### config.mk
export PLATFORM = sky130hd
export DESIGN_NAME = wb_collect_64
export DESIGN_NICKNAME = d
export VERILOG_FILES = /design/src/rtl/wb_collect_64_pkg.sv /design/src/rtl/wb_fifo.sv /design/src/rtl/wb_collect_64.sv
export SDC_FILE = /design/constraint.sdc
export NUM_CORES = 1
export LEC_CHECK = 0
export ABC_AREA = 1
export CORE_MARGIN = 3
export CORE_UTILIZATION = 35
export CTS_CLUSTER_SIZE = 8
export DETAILED_ROUTE_END_ITERATION = 16
export GPL_TIMING_DRIVEN = 0
export PLACE_DENSITY = 0.5
export SYNTH_ARGS = -nofsm -noshare
export SYNTH_HDL_FRONTEND = slang
export SYNTH_SLANG_ARGS = --single-unit
### constraint.sdc
create_clock -name clk -period 8.33 [get_ports clk]
set_clock_uncertainty 0.1 [all_clocks]
set_input_delay 0.833 -clock clk [delete_from_list [all_inputs] [get_ports clk]]
set_output_delay 0.833 -clock clk [all_outputs]
set_load 0.03 [all_outputs]
### src/rtl/wb_collect_64_pkg.sv
// wb_collect_64_pkg: shared widths, default sizing and the writeback entry type
package wb_collect_64_pkg;
    localparam int TAG_W     = 5;
    localparam int DATA_W    = 64;
    localparam int DEPTH_DEF = 8;
    localparam int LAT_DEF   = 7;
    typedef struct packed {
        logic [TAG_W-1:0]  tag;
        logic [DATA_W-1:0] data;
    } entry_t;
endpackage

### src/rtl/wb_fifo.sv
// wb_fifo: result FIFO storage, wrapping pointers and occupancy count
// ports: clk, rst (sync, active-high), push/din write side, pop read side,
//        head (current oldest entry, zero when empty), count, full
module wb_fifo
    import wb_collect_64_pkg::*;
#(
    parameter int DEPTH = DEPTH_DEF
) (
    input  logic                     clk,
    input  logic                     rst,
    input  logic                     push,
    input  logic                     pop,
    input  entry_t                   din,
    output entry_t                   head,
    output logic [$clog2(DEPTH):0]   count,
    output logic                     full
);
    localparam int AW = $clog2(DEPTH);
    entry_t mem [DEPTH];
    logic [AW-1:0] rptr, wptr;
    assign full = count == (AW+1)'(DEPTH);
    // head reads as zero when empty so the writeback bus is clean after reset
    assign head = count != '0 ? mem[rptr] : '0;
    always_ff @(posedge clk) begin
        if (push) mem[wptr] <= din;
    end
    always_ff @(posedge clk) begin
        if (rst) begin
            rptr  <= '0;
            wptr  <= '0;
            count <= '0;
        end else begin
            if (push) wptr <= wptr + AW'(1);
            if (pop) rptr <= rptr + AW'(1);
            count <= count + (AW+1)'(push) - (AW+1)'(pop);
        end
    end
endmodule

### src/rtl/wb_collect_64.sv
// wb_collect_64: collects execution-unit results into a FIFO and issues credits
// ports: clk, rst (sync, active-high), issue_fire/issue_ok credit handshake,
//        res_valid/res_tag/res_data from the execution unit,
//        wb_valid/wb_ready/wb_tag/wb_data to the register file,
//        err (sticky illegal-event flag) only when WB_COLLECT_ERR_EN is defined
module wb_collect_64
    import wb_collect_64_pkg::*;
#(
    parameter int DEPTH = DEPTH_DEF,
    parameter int LAT   = LAT_DEF
) (
    input  logic              clk,
    input  logic              rst,
    input  logic              issue_fire,
    output logic              issue_ok,
    input  logic              res_valid,
    input  logic [TAG_W-1:0]  res_tag,
    input  logic [DATA_W-1:0] res_data,
    output logic              wb_valid,
    input  logic              wb_ready,
    output logic [TAG_W-1:0]  wb_tag,
    output logic [DATA_W-1:0] wb_data
`ifdef WB_COLLECT_ERR_EN
    ,
    output logic              err
`endif
);
    localparam int CW = $clog2(DEPTH) + 1;
    if (DEPTH < 2 || DEPTH > 16 || (DEPTH & (DEPTH - 1)) != 0 || LAT < 1) begin : g_bad_param
        $error("wb_collect_64: DEPTH must be a power of two in 2..16 and LAT >= 1");
    end
    logic [CW-1:0] fifo_count, inflight;
    logic          full, push, pop;
    entry_t        head;
    assign wb_valid = fifo_count != '0;
    assign pop      = wb_valid && wb_ready;
    // a pop frees the slot the push lands in, so push is allowed even when full
    assign push     = res_valid && (!full || pop);
    assign issue_ok = ({1'b0, fifo_count} + {1'b0, inflight}) < (CW+1)'(DEPTH);
    assign wb_tag   = head.tag;
    assign wb_data  = head.data;
    wb_fifo #(.DEPTH(DEPTH)) u_fifo (
        .clk   (clk),
        .rst   (rst),
        .push  (push),
        .pop   (pop),
        .din   ({res_tag, res_data}),
        .head  (head),
        .count (fifo_count),
        .full  (full)
    );
    always_ff @(posedge clk) begin
        if (rst) inflight <= '0;
        else if (issue_fire && !res_valid && inflight != CW'(DEPTH)) inflight <= inflight + CW'(1);
        else if (res_valid && !issue_fire && inflight != '0) inflight <= inflight - CW'(1);
    end
`ifdef WB_COLLECT_ERR_EN
    logic illegal;
    assign illegal = (res_valid && full && !pop) ||
                     (issue_fire && !res_valid && inflight == CW'(DEPTH)) ||
                     (res_valid && !issue_fire && inflight == '0);
    always_ff @(posedge clk) begin
        if (rst) err <= 1'b0;
        else if (illegal) err <= 1'b1;
    end
`endif
endmodule

# Word level (Yosys, flattened, before mapping)
# Memories as Yosys holds them, arrays and structs flattened. A register that Yosys moved wholly into a read port is not among the register bits.
# Cells that the tools add are included.
[word_totals]
reg_bits = 14
latch_bits = 0
ramBits = 552
romBits = 0
in_bits = 74
output_inout_bits = 71
elab_cells = 35
mem_count = 1
[mem_list]
columns = ["memory", "depth", "word_bits", "rd", "rd_ports_with_merged_regs", "write_ports", "line_no", "rtl"]
rows = [
  ["u_fifo.mem", 8, 69, 1, 1, 1, "wb_fifo.sv:19", "entry_t mem [DEPTH];"],
]
[op_classes]
addsub = 7
mul = 0
div_mod_pow = 0
n_lt_le_gt_ge = 1
n_eq_ne = 2
n_shift = 0
mux = 7
bitwise_logic = 0
n_reduce_logical = 13
[op_table]
columns = ["operator", "n"]
rows = [
  ["$mux W69", 1],
  ["$mux W4", 2],
  ["$reduce_bool A4 Y1", 2],
  ["$add A3 B1 Y3 const B", 2],
  ["$logic_and A1 B1 Y1", 6],
  ["$mux W3", 2],
  ["$add A4 B4 Y5", 1],
  ["$lt A5 B4 Y1 const B", 1],
  ["$add A4 B1 Y4", 1],
  ["$add A4 B1 Y4 const B", 1],
  ["$eq A4 B4 Y1 const B", 1],
  ["$ne A4 B4 Y1 const B", 1],
  ["$sub A4 B1 Y4", 1],
  ["$sub A4 B1 Y4 const B", 1],
  ["$logic_not A1 Y1", 3],
  ["$mux W1", 2],
  ["$reduce_bool A2 Y1", 1],
  ["$logic_or A1 B1 Y1", 1],
]

# Longest topological paths before layout
# Gate-level depths: netlist of the first run.
[depth]
word_depth = 6
ltp_mapped = 14
depth_no_buf = 14

# Hierarchy
# From an unflattened synthesis of the first run, not the netlist that was laid out.
[unflattened]
hier_cells = 2526
hier_area_um2 = 25087.8
[by_module_without_submodules]
columns = ["mod", "n_inst", "cells_per_inst", "area_each_um2", "seq_area_each_um2"]
rows = [
  ["wb_fifo", 1, 2469, 24683.7, 16836.1],
  ["wb_collect_64", 1, 57, 404.1, 80.1],
]

# Least setup slack after synthesis of the first run
# Ideal clock, no wire load.
[synth_path]
path_type = "input -> register"
from = "input wb_ready"
to = "memory u_fifo.mem[5][0] in the netlist's numbering, enable pin"
setup_ps = 582
t_arrival_ps = 5823
required_ps = 7648
setup_slack_ps = 1826
path_stages = 4
path_buffers = 0
path_cell_list = "nand2_1 nand3_1 nand2_1 nor3_1"
[synth_between]
elab_chain_len = 5
[synth_lines]
columns = ["item", "line_no", "rtl"]
rows = [
  ["from (decl)", "wb_collect_64.sv:20", "input logic wb_ready,"],
  ["$logic_and A1 B1 Y1", "wb_collect_64.sv:36", "assign pop = wb_valid && wb_ready;"],
  ["$logic_or A1 B1 Y1", "wb_collect_64.sv:38", "assign push = res_valid && (!full || pop);"],
  ["$logic_and A1 B1 Y1", "wb_collect_64.sv:38", ""],
  ["$mux W1", "wb_fifo.sv:25", "if (push) mem[wptr] <= din;"],
  ["$mux W1 (not written as such)", "wb_fifo.sv:25", ""],
  ["to (decl)", "wb_fifo.sv:19", ""],
]
# Every way passes these cells.

==> results of run 1 <==
## registers in the layout, indices dropped and copies added, names as in the netlist, named ones only
register      count
u_fifo.wptr       3
inflight          4
u_fifo.count      4
u_fifo.mem      552
u_fifo.rptr       3
## worst paths after layout
check	start	endpoint
setup / recovery	flip-flop	wb_tag[3]
hold / removal	u_fifo.rptr[0]	flip-flop
setup reg to reg	u_fifo.count[2]	u_fifo.mem[0][53]
hold reg to reg	u_fifo.rptr[0]	flip-flop
## cell type report
class | count | area, um2
fill | 5795 | 35580
clock inverter | 8 | 86.33
timing repair buffer | 186 | 2004
sequential | 569 | 16920
clock buffer | 97 | 2108
buffer | 112 | 656.9
inverter | 21 | 78.83
multi-input combinational | 1068 | 5054
tap | 846 | 1059
## power breakdown
part	total [W]	switching (W)	internal (W)	leakage, nW
logic	0.00304	0.00202	0.00102	3.29
clock network	0.00291	0.00116	0.00176	1.06
registers	0.00337	0.0000511	0.00332	5.15
## logic make-up (layout without fill, tap and decap cells)
group	count (synthesis)	in the layout	synth area share (%)
xor gates and xnor gates	3	3	0.1160
DFF	569	569	74.67
adders and majority gates	15	15	0.8947
and+or+nand+nor	619	619	10.34
buffers and inverters	133	424	3.247
AOI/OAI and AO/OA	431	431	10.74
## metal layers
metal	global-route usage (%)	vias up	routed length (um)
li1	-	6946	-
met1	25.05	7171	27790
met2	29.96	379	29480
met3	4.250	101	3835
met4	4.754	6	1087
met5	0	-	41
## cells in the mapped netlist
master	number	share of area [%]
or2_2	1	0.028
nand3_1	7	0.15
buf_12	7	0.62
xor2_1	2	0.077
o21ai_2	1	0.039
a211oi_1	2	0.066
o22ai_1	69	1.9
edfxtp_1	552	73
nor3_1	4	0.088
o211ai_1	68	2.3
clkbuf_2	7	0.15
ha_1	13	0.72
inv_2	2	0.033
a21boi_0	1	0.033
nand2_1	95	1.6
fa_1	2	0.18
buf_4	11	0.36
dfxtp_1	17	1.5
clkbuf_1	59	0.98
o211ai_2	1	0.055
buf_8	1	0.066
o21ai_1	63	1.4
buf_6	5	0.25
inv_1	19	0.31
o21ai_0	218	4.8
buf_2	19	0.42
buf_1	3	0.050
a21oi_1	8	0.18
xnor2_1	1	0.039
nor4_1	1	0.028
nor2_1	511	8.5
## worst reg2reg max path: stages (launching register included)
cell     delay [ns]
dfxtp_1        0.32
inv_1          0.07
ha_1           0.19
nand2_1        0.50
nand2_1        0.17
nand3_1        0.15
nand2_1        0.21
inv_1          0.20
nand2_1        0.25
nor2_4         0.77
buf_12         0.31
## per-stage QoR
stage	cell area, um2	hold WS [ns]	setup TNS [ns]
finish	27960	0.3928	0
global placement	25160	0.3536	-949.10
floorplan	22660	0.3435	0
global route	27960	0.4288	0
CTS	27960	0.3906	0
detailed placement	25770	0.3688	0
==> results.md, run 1 <==
| Parameter | This run |
| --- | --- |
| Required @ worst endpoint | 7.40 ns |
| Pin count of the biggest net entering global routing | 29 |
| Worst setup EP type | primary output |
| Number of gates resized after cts | 0 |
| Core utilization of the finished layout | 44.01% |
| H-tree lvl count | 3 |
| Crit-path cells | buf_4 -> inv_2 -> clkbuf_1 -> buf_2 -> o21ai_0 -> o22ai_1 -> nor2_1 -> nor2_1 -> clkdlybuf4s50_1 |
| Worst EP arrival | 3.68 ns |
| Worst r2r path cells | 10 |
| Sum of buffers and inverters on the critical path | 5 |
| Global-route wire length before repair | 93310 um |
| Clock network latency to the later pin of the worst-skew pair | 0.60 ns |
| Final critical-path setup slack | 3.713 ns |
| WL/cell | 21.41 um |
| Run status | finished clean |
| Crit Path Max Fanout | 10 |
| Final estimated routing congestion in global placement | 0.7464 |
| Setup violators final | 0 |
| Width of the die | 260.4 um |
| Max_cap viols | 0 |
| Achievable Freq | 216.6 MHz |
| GRT Util Overall | 18.44% |
| Placement row count | 92 |
| Top-level port count | 145 |
| Total congestion overflow | 0 |
| Power per cell area | 333.4 nW/um2 |
| Dpl hpwl | 40460 um |
| Antenna violations before repair | 3 |
| Most common library cell in the layout ignoring fill and taps | edfxtp_1 |
| Final cell count without fillers | 2907 |
| Hold buffers post-CTS | 0 |
| Initial Util | 35.65% |
| Crit path launch type | flip-flop |
| Number of instances in the placed design | 2802 |
| Average cell area after synthesis | 12.80 um2 |
| Number of unique standard cell types used by synthesis | 31 |
| Portion of the clock cycle consumed by the worst path in the final layout | 55.43% |
| Number of pins exceeding their max-slew limit in the final report | 0 |
| Critical path depth in cells | 9 |
| Clock buffer count from CTS | 81 |
| Setup Slack @ Placement | 4.312 ns |
| Worst reg-to-reg setup slack | 4.74 ns |
| Leading cell types in the layout, fill and taps excluded | 552 x edfxtp_1, 507 x nor2_1, 218 x o21ai_0, 144 x clkdlybuf4s50_1, 95 x nand2_1 |
| Hold Crit Depth | 1 |
| Yosys warning total | 0 |
| Net Count, Synth | 1859 |
| Synth Cell Area | 22660 um2 |
| Unrepaired setup endpoints after global routing | no |
| Worst path most repeated cell | nor2_1 |
| Total Routed Length | 62240 um |
| Area Growth Syn to Fin | 23.43% |
| Path category of the worst min-delay check | flip-flop to flip-flop |
| Cells after synthesis | 1770 |
| Clock slew at the register clock pins of the worst setup and hold paths | 0.05 ns |
| Layout Nets | 2128 |
| Share of synthesized area occupied by flip-flops and latches | 74.67% |
| Ant diodes | 0 |
| Slowest cell on the critical path | clkdlybuf4s50_1 |
| Worst relative slew slack | 31.35% |
| First-pass iteration count of the detailed router | 5 |
| Final Total Pwr | 0.009323 W |
| Synthesized flop and latch total | 569 |
| Height of the chip | 260.4 um |
| Dominant delay contributor by cell family on the critical path | buffers and inverters |
| Buffers on Ports | 144 |
| VDD IR max | 0.0001379 V |
| Total clock sinks | 569 |
| Fraction of layout cells with a size suffix above 1 | 9.413% |
| Remaining routing DRC violations | 0 |
| Minimum clock period | 4.617 ns |
| Critical Setup Path Class | flip-flop to primary output |
| Number of global-route vias before repair | 14.67k |
| CTS tree | done |
| Buffer levels on the longest clock path | 3 |
| Actual transition at the worst max-transition pin | 1.030 ns |
| Number of vias after detailed routing | 14.60k |
| Starting DRC count in detailed routing | 1136 |
| Core Area | 63540 um2 |
| Total leakage power | 9.506 nW |
| Final Hold Fails | 0 |
| Root buffer cell | clkbuf_16 |
| Antenna violation net count after detailed routing | 0 |
| Floorplan die area | 67820 um2 |
| Routed via count divided by cell count | 5.023 |
| Critical path's largest stage delay | 0.73 ns |
| Post-CTS Setup Repair Bufs | 0 |
No activity file was read; power rests on OpenSTA's default activity.
==> run 2, diff against run 1 <==
--- a/config.mk
+++ b/config.mk
@@ -11,7 +11,7 @@
 export CTS_CLUSTER_SIZE = 8
 export DETAILED_ROUTE_END_ITERATION = 16
 export GPL_TIMING_DRIVEN = 0
-export PLACE_DENSITY = 0.5
+export PLACE_DENSITY = 0.52
 export SYNTH_ARGS = -nofsm -noshare
 export SYNTH_HDL_FRONTEND = slang
 export SYNTH_SLANG_ARGS = --single-unit
==> constraint.sdc (replaced) <==
create_clock -name clk -period 4 [get_ports clk]
set_clock_uncertainty 0.1 [all_clocks]
set_input_delay 0.4 -clock clk [delete_from_list [all_inputs] [get_ports clk]]
set_output_delay 0.4 -clock clk [all_outputs]
set_load 0.03 [all_outputs]
==> run 2 against run 1 <==
Total power increased by 110%; die area is the same; final cell count down 0.34%; clock-buffer cell count increased by 5.
==> results.md, run 2 (same netlist as run 1, synthesis figures left out) <==
| Parameter | This run |
| --- | --- |
| Clock slew at the register clock pins of the worst setup and hold paths | 0.05 ns |
| Max_cap viols | 0 |
| Crit-path cells | buf_4 -> buf_4 -> clkbuf_1 -> o21ai_0 -> o211ai_1 -> nand2_1 -> nor2_1 -> clkdlybuf4s50_1 |
| H-tree lvl count | 3 |
| Most common library cell in the layout ignoring fill and taps | edfxtp_1 |
| Worst EP arrival | 3.36 ns |
| End of the worst register-to-register path | u_fifo.mem[4][52] |
| Minimum clock period | 3.862 ns |
| Total leakage power | 9.576 nW |
| Beginning of the worst register-to-register path | u_fifo.count[2] |
| Antenna violation net count after detailed routing | 0 |
| Routed via count divided by cell count | 5.092 |
| Number of instances in the placed design | 2792 |
| Number of vias after detailed routing | 14.75k |
| Area Growth Syn to Fin | 24.24% |
| Critical Setup Path Class | flip-flop to primary output |
| Post-detailed-placement cell area | 25900 um2 |
| GRT Util Overall | 18.32% |
| Flip-flop count of the largest register after layout | 552 |
| Total congestion overflow | 0 |
| WL/cell | 21.49 um |
| Pin count of the biggest net entering global routing | 27 |
| First-pass iteration count of the detailed router | 5 |
| VDD IR max | 0.0004198 V |
| Floorplan die area | 67820 um2 |
| Hold buffers post-CTS | 0 |
| Path category of the worst min-delay check | flip-flop to flip-flop |
| Crit path launch type | flip-flop |
| Root buffer cell | clkbuf_16 |
| Core utilization of the finished layout | 44.30% |
| Top register by number of flip-flops | u_fifo.mem |
| Placement row count | 92 |
| Total Routed Length | 62260 um |
| Portion of the clock cycle consumed by the worst path in the final layout | 96.54% |
| Buffers on Ports | 144 |
| Final cell count without fillers | 2897 |
| Remaining routing DRC violations | 0 |
| Slowest cell on the critical path | clkdlybuf4s50_1 |
| Internal power consumption | 0.01285 W |
| Reg power frac | 36.0% |
| Actual transition at the worst max-transition pin | 0.9878 ns |
| CTS tree | done |
| Global routing met3 resource utilization | 3.590% |
| Layer with the highest usage | met2 |
| Number of filler instances in the final layout | 5727 |
| Leading cell types in the layout, fill and taps excluded | 552 x edfxtp_1, 506 x nor2_1, 218 x o21ai_0, 144 x clkdlybuf4s50_1, 94 x nand2_1 |
| CP Capture Point | wb_data[16] |
| Dpl hpwl | 40090 um |
| Power per cell area | 694.6 nW/um2 |
| Switching component of the power | 0.006700 W |
| Run status | finished clean |
| Final Hold Fails | 0 |
| Starting DRC count in detailed routing | 1178 |
| Clock power frac | 31.3% |
| Met1 capacity usage during global routing | 24.74% |
| Critical path's largest stage delay | 0.73 ns |
| Worst relative slew slack | 33.93% |
| Power share of the combinational group | 32.7% |
| Top-level port count | 145 |
| Number of global-route vias before repair | 15.13k |
| Final estimated routing congestion in global placement | 0.7554 |
| Crit Path Max Fanout | 10 |
| Fin area | 28150 um2 |
| Required @ worst endpoint | 3.50 ns |
| Initial Util | 35.65% |
| Height of the chip | 260.4 um |
| Number of pins exceeding their max-slew limit in the final report | 0 |
| Buffer levels on the longest clock path | 3 |
| Width of the die | 260.4 um |
| Setup Slack @ Placement | -0.006680 ns |
| Antenna violations before repair | 0 |
| Final critical-path setup slack | 0.1383 ns |
| Achievable Freq | 259.0 MHz |
| Core Area | 63540 um2 |
| Worst path most repeated cell | buf_4 |
| GR Util met2 | 30.33% |
| Unrepaired setup endpoints after global routing | no |
| Global-route wire length before repair | 92740 um |
| Worst r2r path cells | 12 |
| Worst reg-to-reg setup slack | 0.28 ns |
| Worst setup EP type | primary output |
| Layout Nets | 2118 |
| Setup violators final | 0 |
| Fraction of layout cells with a size suffix above 1 | 9.268% |
| Total clock sinks | 569 |
| Sw Ratio | 34.27% |
| Leading registers by flop count | u_fifo.mem x552, inflight x4, u_fifo.count x4 |
| Clock network latency to the later pin of the worst-skew pair | 0.59 ns |
| Clock buffer count from CTS | 81 |
[run 2: worst min path at each step]
stage                        start        endpoint  slack (ns)  cells past startpoint
finish              u_fifo.rptr[2]  u_fifo.rptr[2]        0.37                      2
global route        u_fifo.rptr[2]  u_fifo.rptr[2]        0.39                      2
CTS                 u_fifo.rptr[2]  u_fifo.rptr[2]        0.37                      2
detailed placement  u_fifo.rptr[2]  u_fifo.rptr[2]        0.36                      2
global placement    u_fifo.rptr[2]  u_fifo.rptr[2]        0.36                      2
floorplan           u_fifo.rptr[2]       flip-flop        0.34                      2
[run 2: what timing repair did]
item,4_1_cts,5_1_grt
setup endpoints to repair,51,10
resized for setup,4,5
setup buffers,0,0
[run 2: layer usage]
metal | wire, um | vias up
li1 | - | 6906
met1 | 27430 | 7313
met2 | 29790 | 434
met3 | 3781 | 99
met4 | 1261 | 0
met5 | 0 | -
[run 2: power groups by stage]
stage	logic [W]	clock network (W)	registers [W]
2_1_floorplan	0.00370	0	0.00714
3_3_place_gp	0.00632	0	0.00720
3_5_place_dp	0.00647	0	0.00714
4_1_cts	0.00650	0.00625	0.00703
5_1_grt	0.00696	0.00649	0.00705
6_report	0.00640	0.00613	0.00703
[run 2: stage by stage]
stage               TNS [ns]  power, W  hold slack (ns)
floorplan            -313.16   0.01084           0.3435
global route               0   0.02050           0.3939
global placement    -2160.27   0.01353           0.3554
detailed placement  -0.08496   0.01361           0.3629
CTS                        0   0.01978           0.3715
finish                     0   0.01955           0.3739
[run 2: cell type report]
class | instances | area [um2] | share of cell area [%]
Sequential cell | 569 | 16920 | 60.10
Multi-Input combinational cell | 1068 | 5084 | 18.06
Clock buffer | 102 | 2212 | 7.859
Timing Repair Buffer | 176 | 2107 | 7.486
Tap cell | 846 | 1059 | 3.761
Buffer | 112 | 661.9 | 2.352
Inverter | 21 | 78.83 | 0.2800
Clock inverter | 2 | 25.02 | 0.08890
Antenna cell | 1 | 2.502 | 0.008890
[run 2: critical path: cells and delay by family, from the launching register on]
kind	cells	cell delay (ns)
buf+inv	4	1.70
compound gates	2	0.44
simple gates	2	0.32
flops	1	0.30
==> run 3, diff against run 2 <==
--- a/config.mk
+++ b/config.mk
@@ -11,7 +11,7 @@
 export CTS_CLUSTER_SIZE = 8
 export DETAILED_ROUTE_END_ITERATION = 16
 export GPL_TIMING_DRIVEN = 0
-export PLACE_DENSITY = 0.52
+export PLACE_DENSITY = 0.5
 export SYNTH_ARGS = -nofsm -noshare
 export SYNTH_HDL_FRONTEND = slang
 export SYNTH_SLANG_ARGS = --single-unit
==> constraint.sdc (replaced) <==
create_clock -name clk -period 3.9 [get_ports clk]
set_clock_uncertainty 0.1 [all_clocks]
set_input_delay 0.39 -clock clk [delete_from_list [all_inputs] [get_ports clk]]
set_output_delay 0.39 -clock clk [all_outputs]
set_load 0.03 [all_outputs]
==> run 3 against run 2 <==
Clock-buffer cell count up 2; flip-flop and latch count unchanged; clock power up 3.9%; final cell count about the same; setup slack better by 0.038 ns; utilization up 0.14 points; routed wire length up 1.6%; largest cell class unchanged; highest routed layer is now met5.
==> results.md, run 3 (same netlist as run 1, synthesis figures left out) <==
| Parameter | This run |
| --- | --- |
| Total Routed Length | 63250 um |
| Clock buffer count from CTS | 81 |
| Flip-flop count of the largest register after layout | 552 |
| Buffer levels on the longest clock path | 3 |
| Setup violators final | 0 |
| Minimum clock period | 3.724 ns |
| End of the worst register-to-register path | u_fifo.mem[6][46] |
| Critical Setup Path Class | flip-flop to primary output |
| Top-level port count | 145 |
| Layout Nets | 2117 |
| Max_cap viols | 0 |
| First-pass iteration count of the detailed router | 6 |
| Post-CTS Setup Repair Bufs | 0 |
| Global-route wire length before repair | 94390 um |
| CTS tree | done |
| CP Capture Point | wb_data[27] |
| Crit path launch type | flip-flop |
| Remaining routing DRC violations | 0 |
| H-tree lvl count | 3 |
| VDD IR max | 0.0003416 V |
| Antenna violations before repair | 3 |
| Leading cell types in the layout, fill and taps excluded | 552 x edfxtp_1, 507 x nor2_1, 218 x o21ai_0, 135 x clkdlybuf4s50_1, 93 x nand2_1 |
| Unrepaired setup endpoints after global routing | yes |
| Run status | finished clean |
| Worst r2r path cells | 11 |
| Antenna violation net count after detailed routing | 0 |
| Crit Path Max Fanout | 10 |
| Path category of the worst min-delay check | primary input to flip-flop |
| Portion of the clock cycle consumed by the worst path in the final layout | 95.49% |
| Buffers on Ports | 144 |
| Worst EP arrival | 3.23 ns |
| Total clock sinks | 569 |
| Worst reg-to-reg setup slack | 0.41 ns |
| Fraction of layout cells with a size suffix above 1 | 9.946% |
| Root buffer cell | clkbuf_16 |
| Number of vias after detailed routing | 14.72k |
| Leading registers by flop count | u_fifo.mem x552, inflight x4, u_fifo.count x4 |
| Core utilization of the finished layout | 44.44% |
| Number of global-route vias before repair | 14.92k |
| Area Growth Syn to Fin | 24.63% |
| Required @ worst endpoint | 3.41 ns |
| Total congestion overflow | 0 |
| Dpl hpwl | 40310 um |
| GRT Util Overall | 18.66% |
| Routed via count divided by cell count | 5.078 |
| Worst relative slew slack | 38.82% |
| Most common library cell in the layout ignoring fill and taps | edfxtp_1 |
| Actual transition at the worst max-transition pin | 0.9147 ns |
| Core Area | 63540 um2 |
| Beginning of the worst register-to-register path | u_fifo.count[2] |
| Pin count of the biggest net entering global routing | 27 |
| Number of pins exceeding their max-slew limit in the final report | 0 |
| Achievable Freq | 268.5 MHz |
| WL/cell | 21.83 um |
| Floorplan die area | 67820 um2 |
| Height of the chip | 260.4 um |
| Final Hold Fails | 0 |
| Post-detailed-placement cell area | 25920 um2 |
| Starting DRC count in detailed routing | 1262 |
| Clock slew at the register clock pins of the worst setup and hold paths | 0.05 ns |
| Worst setup EP type | primary output |
| Initial Util | 35.65% |
| Clock network latency to the later pin of the worst-skew pair | 0.60 ns |
| Fin area | 28230 um2 |
| Width of the die | 260.4 um |
| Power per cell area | 712.7 nW/um2 |
| Number of filler instances in the final layout | 5841 |
| Top register by number of flip-flops | u_fifo.mem |
| Final estimated routing congestion in global placement | 0.7356 |
| Placement row count | 92 |
| Total leakage power | 9.736 nW |
[run 3: worst min path at each step]
stage | cells after the start | startpoint | slack (ns) | to
6_report | 3 | res_valid | 0.37 | u_fifo.wptr[2]
5_1_grt | 3 | res_valid | 0.39 | u_fifo.wptr[2]
4_1_cts | 3 | res_valid | 0.34 | u_fifo.wptr[2]
3_5_place_dp | 1 | u_fifo.rptr[0] | 0.37 | u_fifo.rptr[0]
3_3_place_gp | 2 | u_fifo.rptr[2] | 0.36 | u_fifo.rptr[2]
2_1_floorplan | 2 | u_fifo.rptr[2] | 0.34 | flip-flop
[run 3: repair_timing]
action,4_1_cts,5_1_grt
gates resized for setup,7,39
hold buffers,0,0
gates cloned,0,1
pin swaps,0,1
setup endpoints to repair,96,75
[run 3: stage by stage]
step | total power [W] | hold slack, ns | setup slack, ns | cells | setup TNS (ns)
after floorplan | 0.01111 | 0.3435 | -0.8980 | 1770 | -368.36
after global placement | 0.01387 | 0.3554 | -4.710 | 2760 | -2246.37
after detailed placement | 0.01399 | 0.3658 | -0.01406 | 2790 | -0.2657
after CTS | 0.02039 | 0.3399 | 0.002545 | 2896 | 0
after global routing | 0.02116 | 0.3865 | -0.003476 | 2897 | -0.003476
final | 0.02012 | 0.3716 | 0.1759 | 2898 | 0
[run 3: cell type report]
type / count / area, um2 / area share (%)
sequential: 569 / 16920 / 59.92
multi-input combinational: 1069 / 5090 / 18.03
clock buffer: 104 / 2241 / 7.937
timing repair buffer: 174 / 2146 / 7.600
tap: 846 / 1059 / 3.749
buffer: 112 / 684.4 / 2.424
inverter: 21 / 78.83 / 0.2792
clock inverter: 2 / 16.27 / 0.05761
antenna: 1 / 2.502 / 0.008863
[run 3: report_power, final]
group	internal (W)	switching (W)
logic	0.00220	0.00435
registers	0.00710	0.000107
clock network	0.00394	0.00243
[run 3: worst max-delay path, cell delays in order, from the launching register on]
cell	delay [ns]
dfxtp_2	0.43
inv_2	0.19
buf_6	0.22
buf_6	0.22
buf_2	0.30
nor2_1	0.08
o22ai_1	0.17
nor2_1	0.07
nor2_1	0.22
clkdlybuf4s50_1	0.71
[run 3: metal layers]
layer	share of wire, %	wire, um	vias to the layer above	global-route usage (%)
met1	44	28130	7309	25.48
met5	0.033	21	-	0
li1	-	-	6924	-
met3	5.8	3696	84	4.124
met2	48	30220	395	30.18
met4	1.9	1183	4	5.017
